--- src/rtl/uart_rx_pkt_buffer.sv ---
// uart_rx_pkt_buffer
// Buffers bytes from the UART receiver in a small FIFO and releases them as
// short packets on a valid/ready byte stream with an end-of-packet marker.
// A packet is released when MAX_PKT bytes are waiting, or when the line has
// been quiet for IDLE_TIMEOUT cycles while a partial packet is waiting.
`default_nettype none

module uart_rx_pkt_buffer #(
    parameter int DEPTH_LOG2   = 4,
    parameter int MAX_PKT      = 8,
    parameter int IDLE_TIMEOUT = 40
) (
    input  logic                  uart_clk,
    input  logic                  uart_rst_n,
    input  logic                  uart_rx_done,
    input  logic [7:0]            uart_rx_byte,
    output logic                  tx_valid,
    output logic [7:0]            tx_byte,
    output logic                  tx_last,
    input  logic                  tx_ready,
    input  logic                  ovr_clr,
    output logic                  overrun,
    output logic [DEPTH_LOG2:0]   fifo_count
);

    localparam int DEPTH  = 2 ** DEPTH_LOG2;
    localparam int CNT_W  = DEPTH_LOG2 + 1;
    localparam int IDLE_W = $clog2(IDLE_TIMEOUT + 1);
    localparam int LEN_W  = $clog2(MAX_PKT + 1);

    localparam logic [CNT_W-1:0]  DEPTH_CNT = CNT_W'(DEPTH);
    localparam logic [CNT_W-1:0]  MAX_CNT   = CNT_W'(MAX_PKT);
    localparam logic [IDLE_W-1:0] IDLE_LAST = IDLE_W'(IDLE_TIMEOUT - 1);
    localparam logic [IDLE_W-1:0] IDLE_SAT  = IDLE_W'(IDLE_TIMEOUT);
    localparam logic [LEN_W-1:0]  LEN_MAX   = LEN_W'(MAX_PKT);
    localparam logic [LEN_W-1:0]  LEN_ONE   = LEN_W'(1);

    typedef enum logic [1:0] {
        ST_IDLE    = 2'd0,
        ST_COLLECT = 2'd1,
        ST_SEND    = 2'd2
    } state_t;

    // Storage is deliberately left unreset; only pointers and counters are.
    logic [7:0]            mem [DEPTH];

    logic [DEPTH_LOG2-1:0] wr_ptr_reg;
    logic [DEPTH_LOG2-1:0] rd_ptr_reg;
    logic [CNT_W-1:0]      count_reg;
    logic                  overrun_reg;

    state_t                state_reg;
    logic                  tx_valid_reg;
    logic [IDLE_W-1:0]     idle_cnt_reg;
    logic [LEN_W-1:0]      pkt_len_reg;
    logic [LEN_W-1:0]      sent_reg;

    logic                  full;
    logic                  pop;
    logic                  push;
    logic                  drop;
    logic                  last_beat;
    logic                  flush_now;
    logic [LEN_W-1:0]      pkt_len_next;

    // A full FIFO still accepts a byte when the head leaves in the same cycle.
    assign full  = (count_reg == DEPTH_CNT);
    assign pop   = tx_valid_reg && tx_ready;
    assign push  = uart_rx_done && (!full || pop);
    assign drop  = uart_rx_done && full && !pop;

    // End of packet is known from the beat index alone, so it is stable while stalled.
    assign last_beat = tx_valid_reg && (sent_reg == (pkt_len_reg - LEN_ONE));

    // Size-triggered and timeout-triggered flushes take the same action.
    assign flush_now    = (count_reg >= MAX_CNT) || (idle_cnt_reg == IDLE_LAST);
    assign pkt_len_next = (count_reg >= MAX_CNT) ? LEN_MAX : LEN_W'(count_reg);

    assign tx_valid   = tx_valid_reg;
    assign tx_last    = last_beat;
    // Head entry is shown ahead; gated so the bus reads zero outside a packet.
    assign tx_byte    = tx_valid_reg ? mem[rd_ptr_reg] : 8'h00;
    assign overrun    = overrun_reg;
    assign fifo_count = count_reg;

    // Write the incoming byte into the tail slot.
    always_ff @(posedge uart_clk) begin
        if (push) begin
            mem[wr_ptr_reg] <= uart_rx_byte;
        end
    end

    // Pointer and occupancy bookkeeping; pointers wrap naturally at DEPTH.
    always_ff @(posedge uart_clk or negedge uart_rst_n) begin
        if (!uart_rst_n) begin
            wr_ptr_reg <= '0;
            rd_ptr_reg <= '0;
            count_reg  <= '0;
        end else begin
            if (push) begin
                wr_ptr_reg <= wr_ptr_reg + 1'b1;
            end
            if (pop) begin
                rd_ptr_reg <= rd_ptr_reg + 1'b1;
            end
            case ({push, pop})
                2'b10:   count_reg <= count_reg + 1'b1;
                2'b01:   count_reg <= count_reg - 1'b1;
                default: count_reg <= count_reg;
            endcase
        end
    end

    // Sticky overrun flag; a drop in the same cycle as a clear wins.
    always_ff @(posedge uart_clk or negedge uart_rst_n) begin
        if (!uart_rst_n) begin
            overrun_reg <= 1'b0;
        end else if (drop) begin
            overrun_reg <= 1'b1;
        end else if (ovr_clr) begin
            overrun_reg <= 1'b0;
        end
    end

    // Packetiser: wait for data, collect until full-size or idle, then stream it out.
    always_ff @(posedge uart_clk or negedge uart_rst_n) begin
        if (!uart_rst_n) begin
            state_reg    <= ST_IDLE;
            tx_valid_reg <= 1'b0;
            idle_cnt_reg <= '0;
            pkt_len_reg  <= '0;
            sent_reg     <= '0;
        end else begin
            case (state_reg)
                ST_IDLE: begin
                    tx_valid_reg <= 1'b0;
                    if (count_reg != '0) begin
                        state_reg    <= ST_COLLECT;
                        idle_cnt_reg <= '0;
                    end
                end

                ST_COLLECT: begin
                    tx_valid_reg <= 1'b0;
                    if (push) begin
                        idle_cnt_reg <= '0;
                    end else if (idle_cnt_reg != IDLE_SAT) begin
                        idle_cnt_reg <= idle_cnt_reg + 1'b1;
                    end
                    if (flush_now) begin
                        state_reg    <= ST_SEND;
                        tx_valid_reg <= 1'b1;
                        pkt_len_reg  <= pkt_len_next;
                        sent_reg     <= '0;
                    end
                end

                ST_SEND: begin
                    // Bytes pushed now land behind this packet; pkt_len is frozen.
                    if (pop) begin
                        sent_reg <= sent_reg + 1'b1;
                        if (last_beat) begin
                            state_reg    <= ST_IDLE;
                            tx_valid_reg <= 1'b0;
                        end
                    end
                end

                default: begin
                    state_reg    <= ST_IDLE;
                    tx_valid_reg <= 1'b0;
                end
            endcase
        end
    end

endmodule

`default_nettype wire

--- config.mk ---
export PLATFORM = sky130hd
export DESIGN_NAME = uart_rx_pkt_buffer
export DESIGN_NICKNAME = d
export VERILOG_FILES = /design/src/rtl/uart_rx_pkt_buffer.sv
export SDC_FILE = /design/constraint.sdc
export NUM_CORES = 1
export LEC_CHECK = 0
export CAP_MARGIN = 20
export CORE_MARGIN = 2
export CORE_UTILIZATION = 55
export CTS_CLUSTER_DIAMETER = 120
export DETAILED_ROUTE_END_ITERATION = 7
export PLACE_DENSITY_LB_ADDON = 0.1
export RECOVER_POWER = 25
export SLEW_MARGIN = 20
export SYNTH_ARGS = -nofsm -noshare
export SYNTH_HDL_FRONTEND = slang
export SYNTH_SLANG_ARGS = --single-unit
--- constraint.sdc ---
create_clock -name uart_clk -period 2.93 [get_ports uart_clk]
set_input_delay 0.586 -clock uart_clk [delete_from_list [all_inputs] [get_ports uart_clk]]
set_output_delay 0.586 -clock uart_clk [all_outputs]
set_load 0.005 [all_outputs]
==> results.md, run 1 <==
* Worst-Skew Late Latency at 420 ps
* Worst Path Arrival at 2290 ps
* Synth Warn # at 0
* Final setup viols at 0
* Fin. Hold Viols at 0
* Maxcap violations at 0
* Design Area, Final at 8080 um^2
* Synthesized net count at 432
* Cts bufs inserted at 17
* Crit Path Category: reg -> out
* Static Leak at 2.92 nW
* Post-Synth Adder-Cell Area at 2.52%
* P_sw at 2.34 mW
* Worst-path clk slew at 60 ps
* # fillers at 853
* Critical path startpoint: rd_ptr_reg[1]
* DP HPWL at 8920 um
* Wirelength per Cell at 22.0 um
* HP Start: wr_ptr_reg[3]
* TritonCTS Sinks at 159
* Fmax at 348 MHz
* Fin nets at 490
* Endpoint class of the critical path: output port
* Area Overhead vs Synth at 19.7%
* Synth Area in Compound Gates at 4.22%
* Root buf cell: clkbuf_16
* Unrepaired setup endpoints after global routing: yes
* CTS Buffer Depth at 2
* IR drop worst, VDD at 0.000520 V
* Switching share of power at 29.3%
* DR pass1 iterations at 6
* Antenna diodes at 0
* DR DRC count at 0
* Comb power frac at 32.0%
* Hold Path Class: reg -> reg
* Multi-input logic area at 2030 um^2
* Mean Syn Cell Area at 16.6 um^2
* CP Launch Type: flip-flop
* WHS Path Cells at 1
* Hold bufs inserted after CTS at 0
* Pwr dens at 987 nW/um^2
* Clk pwr share at 29.5%
* Final Cycle Share at 98.0%
* Largest family of logic cells by synthesized area: multiplexers
* Total Power at 7.98 mW
* Final core occ at 67.3%
* Antenna Violating Nets Remaining at 0
* GP Congestion at 0.826
* Layout cells sized above 1 at 21.2%
* Max-slew headroom at 43.4%
* Post-Synth XOR/XNOR Area at 2.33%
* Placeable Area at 12000 um^2
* Area leader, netlist: edfxtp_1
* Synth area leaders: edfxtp_1 (57%), dfrtp_1 (11%), mux4_2 (10%)
* Starting DRT DRC Count at 332
* Sequential share of power at 38.5%
* Die H at 115 um
* Buffers on Ports at 28
* Drt total wl at 13700 um
* FF+latch area at 4620 um^2
* Int Power at 5.64 mW
* Placed instance area at 7240 um^2
* Fin Clk Skew at 7.63 ps
* Initial antenna violation count at 0
* Tot GR Track Use at 22.6%
* Ports at 29
* R2R depth at 6
* Worst r2r src: tx_valid
* Num rows at 40
* CTS tree: yes
* Die Width at 115 um
* Via density at 6.04
* Seq cells post-synth at 159
* Mux cell area share after synthesis at 12.6%
* Final min period at 2870 ps
* Cell variety after synth at 42
* Die area at 13200 um^2
* Top cell type's share of synthesized area at 56.9%
* H-tree depth at 4
* Worst-Margin Slew at 849 ps
* CP Max Fanout at 7
* Status: complete, no violations
* Vias in the first global route at 3653
* GR Overflow Total at 0
* Final-report max-slew violation count at 0
* Mapped Area at 6760 um^2
* Critical Path RT at 2340 ps
* Via count at 3772
* Largest register FFs at 128
* First-pass GRT wire length at 21200 um
* Cell count after synthesis at 406
* Post-synthesis sequential area ratio at 68.4%
* Placed insts at 576
* Post-Synth Simple-Gate Area at 7.76%
* Initial Util at 56.2%
* Post-Layout Cell Count at 624
* Largest net degree at the start of global routing at 19
critical path, stage by stage (launching register included):
cell and delay (ps):
dfrtp_2 460, buf_12 150, mux4_2 510, mux2i_1 190, o21ai_1 100, clkdlybuf4s50_1 460
final timing paths:
path                                 end  slack (ps)
setup / recovery              tx_byte[7]          60
max in group asynchronous  wr_ptr_reg[0]        1540
setup reg to reg               mem[4][2]         290
hold reg to reg            wr_ptr_reg[3]         530
hold / removal             wr_ptr_reg[3]         530
min in group asynchronous  fifo_count[1]         710
routing by layer:
layer	track usage, %	part of all wire, %	vias to the layer above
met5	0	0	-
met4	8.43	1.5	0
met3	4.53	6.1	20
met2	33.1	47	147
met1	34.2	45	1906
li1	-	-	1699
cells in the mapped netlist, drive strengths merged:
library cell  count
inv              13
dfrtp            31
o22ai             2
a21o              3
nand2b            6
o211ai            1
o2111ai           1
xor2              3
o31a              2
clkbuf            4
nor2              8
and4b             2
or3               1
mux2              2
a22o              1
nor4bb            1
ha               12
o21ai            10
nor3b             3
mux4             31
mux2i            13
or2               1
o31ai             3
a21boi            2
a211o             1
nor2b             3
edfxtp          128
and3              5
a22oi             9
xnor2            15
nand3            10
and2             17
buf              13
o311ai            1
a21oi             7
nor3              6
nand4             9
nand2            25
fa                1
logic make-up after synthesis:
group	after synthesis
compound gates	43
xor+xnor	18
fa+ha+maj	13
buf+inv	30
flops	159
mux	46
simple gates	97
layout make-up:
cell class | instances | share of cell area (%)
Clock buffer | 22 | 5.49
Tap cell | 147 | 2.28
Sequential cell | 159 | 57.2
Inverter | 13 | 0.604
Timing Repair Buffer | 56 | 6.93
Clock inverter | 10 | 2.34
Multi-Input combinational cell | 217 | 25.2
power by group through the flow:
stage	Clock, mW	Combinational, mW	Sequential [mW]
after floorplan	0	1.59	2.97
after global placement	0	2.20	3.11
after detailed placement	0	2.23	3.12
after CTS	2.38	2.40	3.07
after global routing	2.46	2.78	3.12
final	2.35	2.55	3.07
repair_timing:
action                     4_1_cts  5_1_grt
buffers inserted                 4       11
gates resized for setup         16       15
setup endpoints to repair        8        5
pin swaps                        0        2
cloned                           1        0
stage by stage:
stage / hold slack (ps) / setup slack, ps / setup TNS [ps]
floorplan: 290 / 752 / 0
detailed placement: 522 / 116 / 0
global route: 564 / -32.9 / -32.9
CTS: 532 / -40.8 / -40.8
global placement: 502 / 174 / 0
finish: 532 / 57.2 / 0
placed cells by master, fill, tap and decap left out, types with 3 or more instances in the layout:
cell type | netlist | routed
mux2i_1 | 13 | 7
clkdlybuf4s50_1 | 0 | 15
dlymetal6s2s_1 | 0 | 3
clkbuf_16 | 0 | 17
nor2_1 | 8 | 6
clkbuf_1 | 4 | 7
xor2_1 | 3 | 3
a21oi_1 | 7 | 7
o21ai_0 | 10 | 6
mux4_2 | 31 | 31
and2_1 | 17 | 16
buf_12 | 0 | 3
dfrtp_2 | 0 | 3
inv_1 | 13 | 13
nor2b_1 | 3 | 3
o31ai_1 | 3 | 3
mux2i_2 | 0 | 5
nand2b_1 | 6 | 6
nor3b_1 | 3 | 3
a22oi_1 | 9 | 7
ha_1 | 12 | 12
and3_1 | 5 | 5
nor3_1 | 6 | 6
bufinv_16 | 0 | 5
o21ai_1 | 0 | 4
edfxtp_1 | 128 | 128
nand2_1 | 25 | 25
xnor2_1 | 15 | 15
buf_4 | 3 | 19
nand3_1 | 10 | 10
nand4_1 | 9 | 9
a21o_1 | 3 | 3
dlygate4sd3_1 | 0 | 6
dfrtp_1 | 31 | 28
Power figures use the tool's default switching activity.
==> inputs of run 2 (changes only) <==
Settings changed: MAX_ROUTING_LAYER from default to met4, PLACE_DENSITY from default to 0.82, PLACE_DENSITY_LB_ADDON 0.1 to default.
==> results.md, run 2 (same netlist as run 1, synthesis figures left out) <==
* Largest stage delay on the critical path at 510 ps (about the same)
* Initial antenna violation count at 0 (unchanged)
* DR pass1 iterations at 5 (was 6)
* Pwr dens at 1000 nW/um^2 (was 987 nW/um^2)
* Final min period at 2880 ps (was 2870 ps)
* Die H at 115 um (unchanged)
* IR drop worst, VDD at 0.000609 V (was 0.000520 V)
* Final-report max-slew violation count at 32 (was 0)
* Worst-Skew Late Latency at 430 ps (was 420 ps)
* Critical path's top delay family: multiplexers (unchanged)
* Status: complete, but fails checks (was complete, no violations)
* Most frequent cells in the layout: edfxtp_1 (128), mux4_2 (31), dfrtp_1 (28), nand2_1 (25), clkbuf_16 (17) (was edfxtp_1 (128), mux4_2 (31), dfrtp_1 (28), nand2_1 (25), buf_4 (19))
* Endpoint class of the critical path: output port (unchanged)
* Via count at 3920 (was 3772)
* GP Congestion at 0.884 (was 0.826)
* Placeable Area at 12000 um^2 (unchanged)
* Fin nets at 487 (was 490)
* Tot GR Track Use at 25.5% (was 22.6%)
* Num rows at 40 (unchanged)
* Worst-Margin Slew at 1680 ps (was 849 ps)
* Worst Path Arrival at 2300 ps (was 2290 ps)
* Critical Path RT at 2340 ps (about the same)
* Hold Path Class: reg -> reg (unchanged)
* GR Overflow Total at 0 (unchanged)
* First-pass GRT wire length at 23000 um (was 21200 um)
* Drt total wl at 15300 um (was 13700 um)
* DP HPWL at 8850 um (was 8920 um)
* Wirelength per Cell at 24.6 um (was 22.0 um)
* Ports at 29 (unchanged)
* Multi-input logic area at 2020 um^2 (was 2030 um^2)
* CTS Buffer Depth at 2 (unchanged)
* Worst-path clk slew at 60 ps (about the same)
* Most common cell after layout, fill and taps aside: edfxtp_1 (unchanged)
* Fin Clk Skew at 6.88 ps (was 7.63 ps)
* Largest net degree at the start of global routing at 32 (was 19)
* Static Leak at 2.91 nW (was 2.92 nW)
* FF+latch area at 4630 um^2 (was 4620 um^2)
* Antenna Violating Nets Remaining at 0 (unchanged)
* Vias in the first global route at 3905 (was 3653)
* Largest register FFs at 128 (unchanged)
* Post-Layout Cell Count at 621 (was 624)
* CP Max Fanout at 7 (unchanged)
* Buffers on Ports at 28 (unchanged)
* Initial Util at 56.2% (unchanged)
* H-tree depth at 4 (unchanged)
* Die area at 13200 um^2 (unchanged)
* Placed insts at 572 (was 576)
* TritonCTS Sinks at 159 (unchanged)
* Cell chain of the critical path: buf_6, buf_6, buf_16, mux4_2, mux2i_2, o21ai_0, dlygate4sd2_1 (was buf_12, mux4_2, mux2i_1, o21ai_1, clkdlybuf4s50_1)
* Final Cycle Share at 98.4% (was 98.0%)
* # fillers at 797 (was 853)
* Crit Path Category: reg -> out (unchanged)
* Layout cells sized above 1 at 20.9% (was 21.2%)
* Violated checks: max-capacitance violations, max-slew violations
* Antenna diodes at 0 (unchanged)
* Most common cell on crit path: buf_6
* Maxcap violations at 1 (was 0)
* Fin. Hold Viols at 0 (unchanged)
* Critical path buffers and inverters at 4 (was 2)
* Via density at 6.31 (was 6.04)
* Area Overhead vs Synth at 19.3% (was 19.7%)
* Max-slew headroom at -12.1% (was 43.4%)
* Final setup viols at 0 (unchanged)
* Die Width at 115 um (unchanged)
* Cts bufs inserted at 17 (unchanged)
* Final core occ at 67.1% (was 67.3%)
* CP Launch Type: flip-flop (unchanged)
* Starting DRT DRC Count at 417 (was 332)
* DR DRC count at 0 (unchanged)
* Root buf cell: clkbuf_16 (unchanged)
* Hold bufs inserted after CTS at 0 (unchanged)
* Fmax at 347 MHz (was 348 MHz)
* Critical Path Slowest Stage Cell: mux4_2 (unchanged)
* CTS tree: yes (unchanged)
-- run 2: cell count changes in the layout (fill, tap and decap cells not counted), moves of 2 or more --
cell,previous run,this run
dlymetal6s2s_1,3,1
clkinv_1,0,2
buf_4,19,15
buf_16,1,3
clkdlybuf4s15_1,2,0
clkinv_2,1,5
clkinv_4,2,0
clkbuf_1,7,3
dlygate4sd2_1,2,7
-- run 2: per-layer routing --
metal  vias up  global-route usage [%]  wire (um)
met3        32                    7.38       1240
met5         -                       -          0
met1      1996                    32.1       6010
met2       198                    39.8       7640
li1       1694                       -          -
met4         0                    9.56        406
-- run 2: layout make-up --
cell class | count | share of cell area, %
repair buffers | 53 | 7.14
clock buffers | 19 | 5.37
inverters | 13 | 0.605
multi-input cells | 217 | 25.1
well taps | 147 | 2.28
clock inverters | 13 | 2.10
flip-flops and latches | 159 | 57.4
-- run 2: what timing repair did --
item / 4_1_cts / 5_1_grt
gates cloned: 3 / 0
resized for setup: 21 / 7
setup buffers: 3 / 11
endpoints found under the hold margin: 0 / 0
setup endpoints to repair: 8 / 3
-- run 2: final timing paths --
path | from | end | slack, ps | depth (start not counted)
min | pkt_len_reg[1] | pkt_len_reg[1] | 530 | 2
min reg2reg | pkt_len_reg[1] | pkt_len_reg[1] | 530 | 2
max in group asynchronous | uart_rst_n | rd_ptr_reg[3] | 620 | 2
max | rd_ptr_reg[0] | tx_byte[6] | 50 | 7
min in group asynchronous | uart_rst_n | fifo_count[2] | 1120 | 2
max reg2reg | tx_valid | mem[11][7] | 460 | 6
-- run 2: power by group --
group | switching (mW) | internal [mW]
clock network | 0.869 | 1.41
logic | 1.28 | 1.38
registers | 0.328 | 2.79
-- run 2: worst register-to-register path, stage by stage, from the launching register on --
cell and delay, ps:
dfrtp_1 490, buf_4 200, and2_0 200, o31ai_1 110, buf_4 190, nor3b_1 490, and2_1 460
-- run 2: metrics by stage --
stage / instance area (um^2) / power [mW] / hold slack [ps] / TNS [ps] / worst slack, ps
floorplan: 6760 / 4.56 / 290 / 0 / 752
global placement: 7210 / 5.21 / 498 / 0 / 271
detailed placement: 7210 / 5.31 / 511 / 0 / 108
CTS: 7940 / 7.84 / 524 / -105 / -105
global route: 8060 / 8.36 / 550 / -28.1 / -11.7
finish: 8060 / 8.06 / 525 / 0 / 46.7
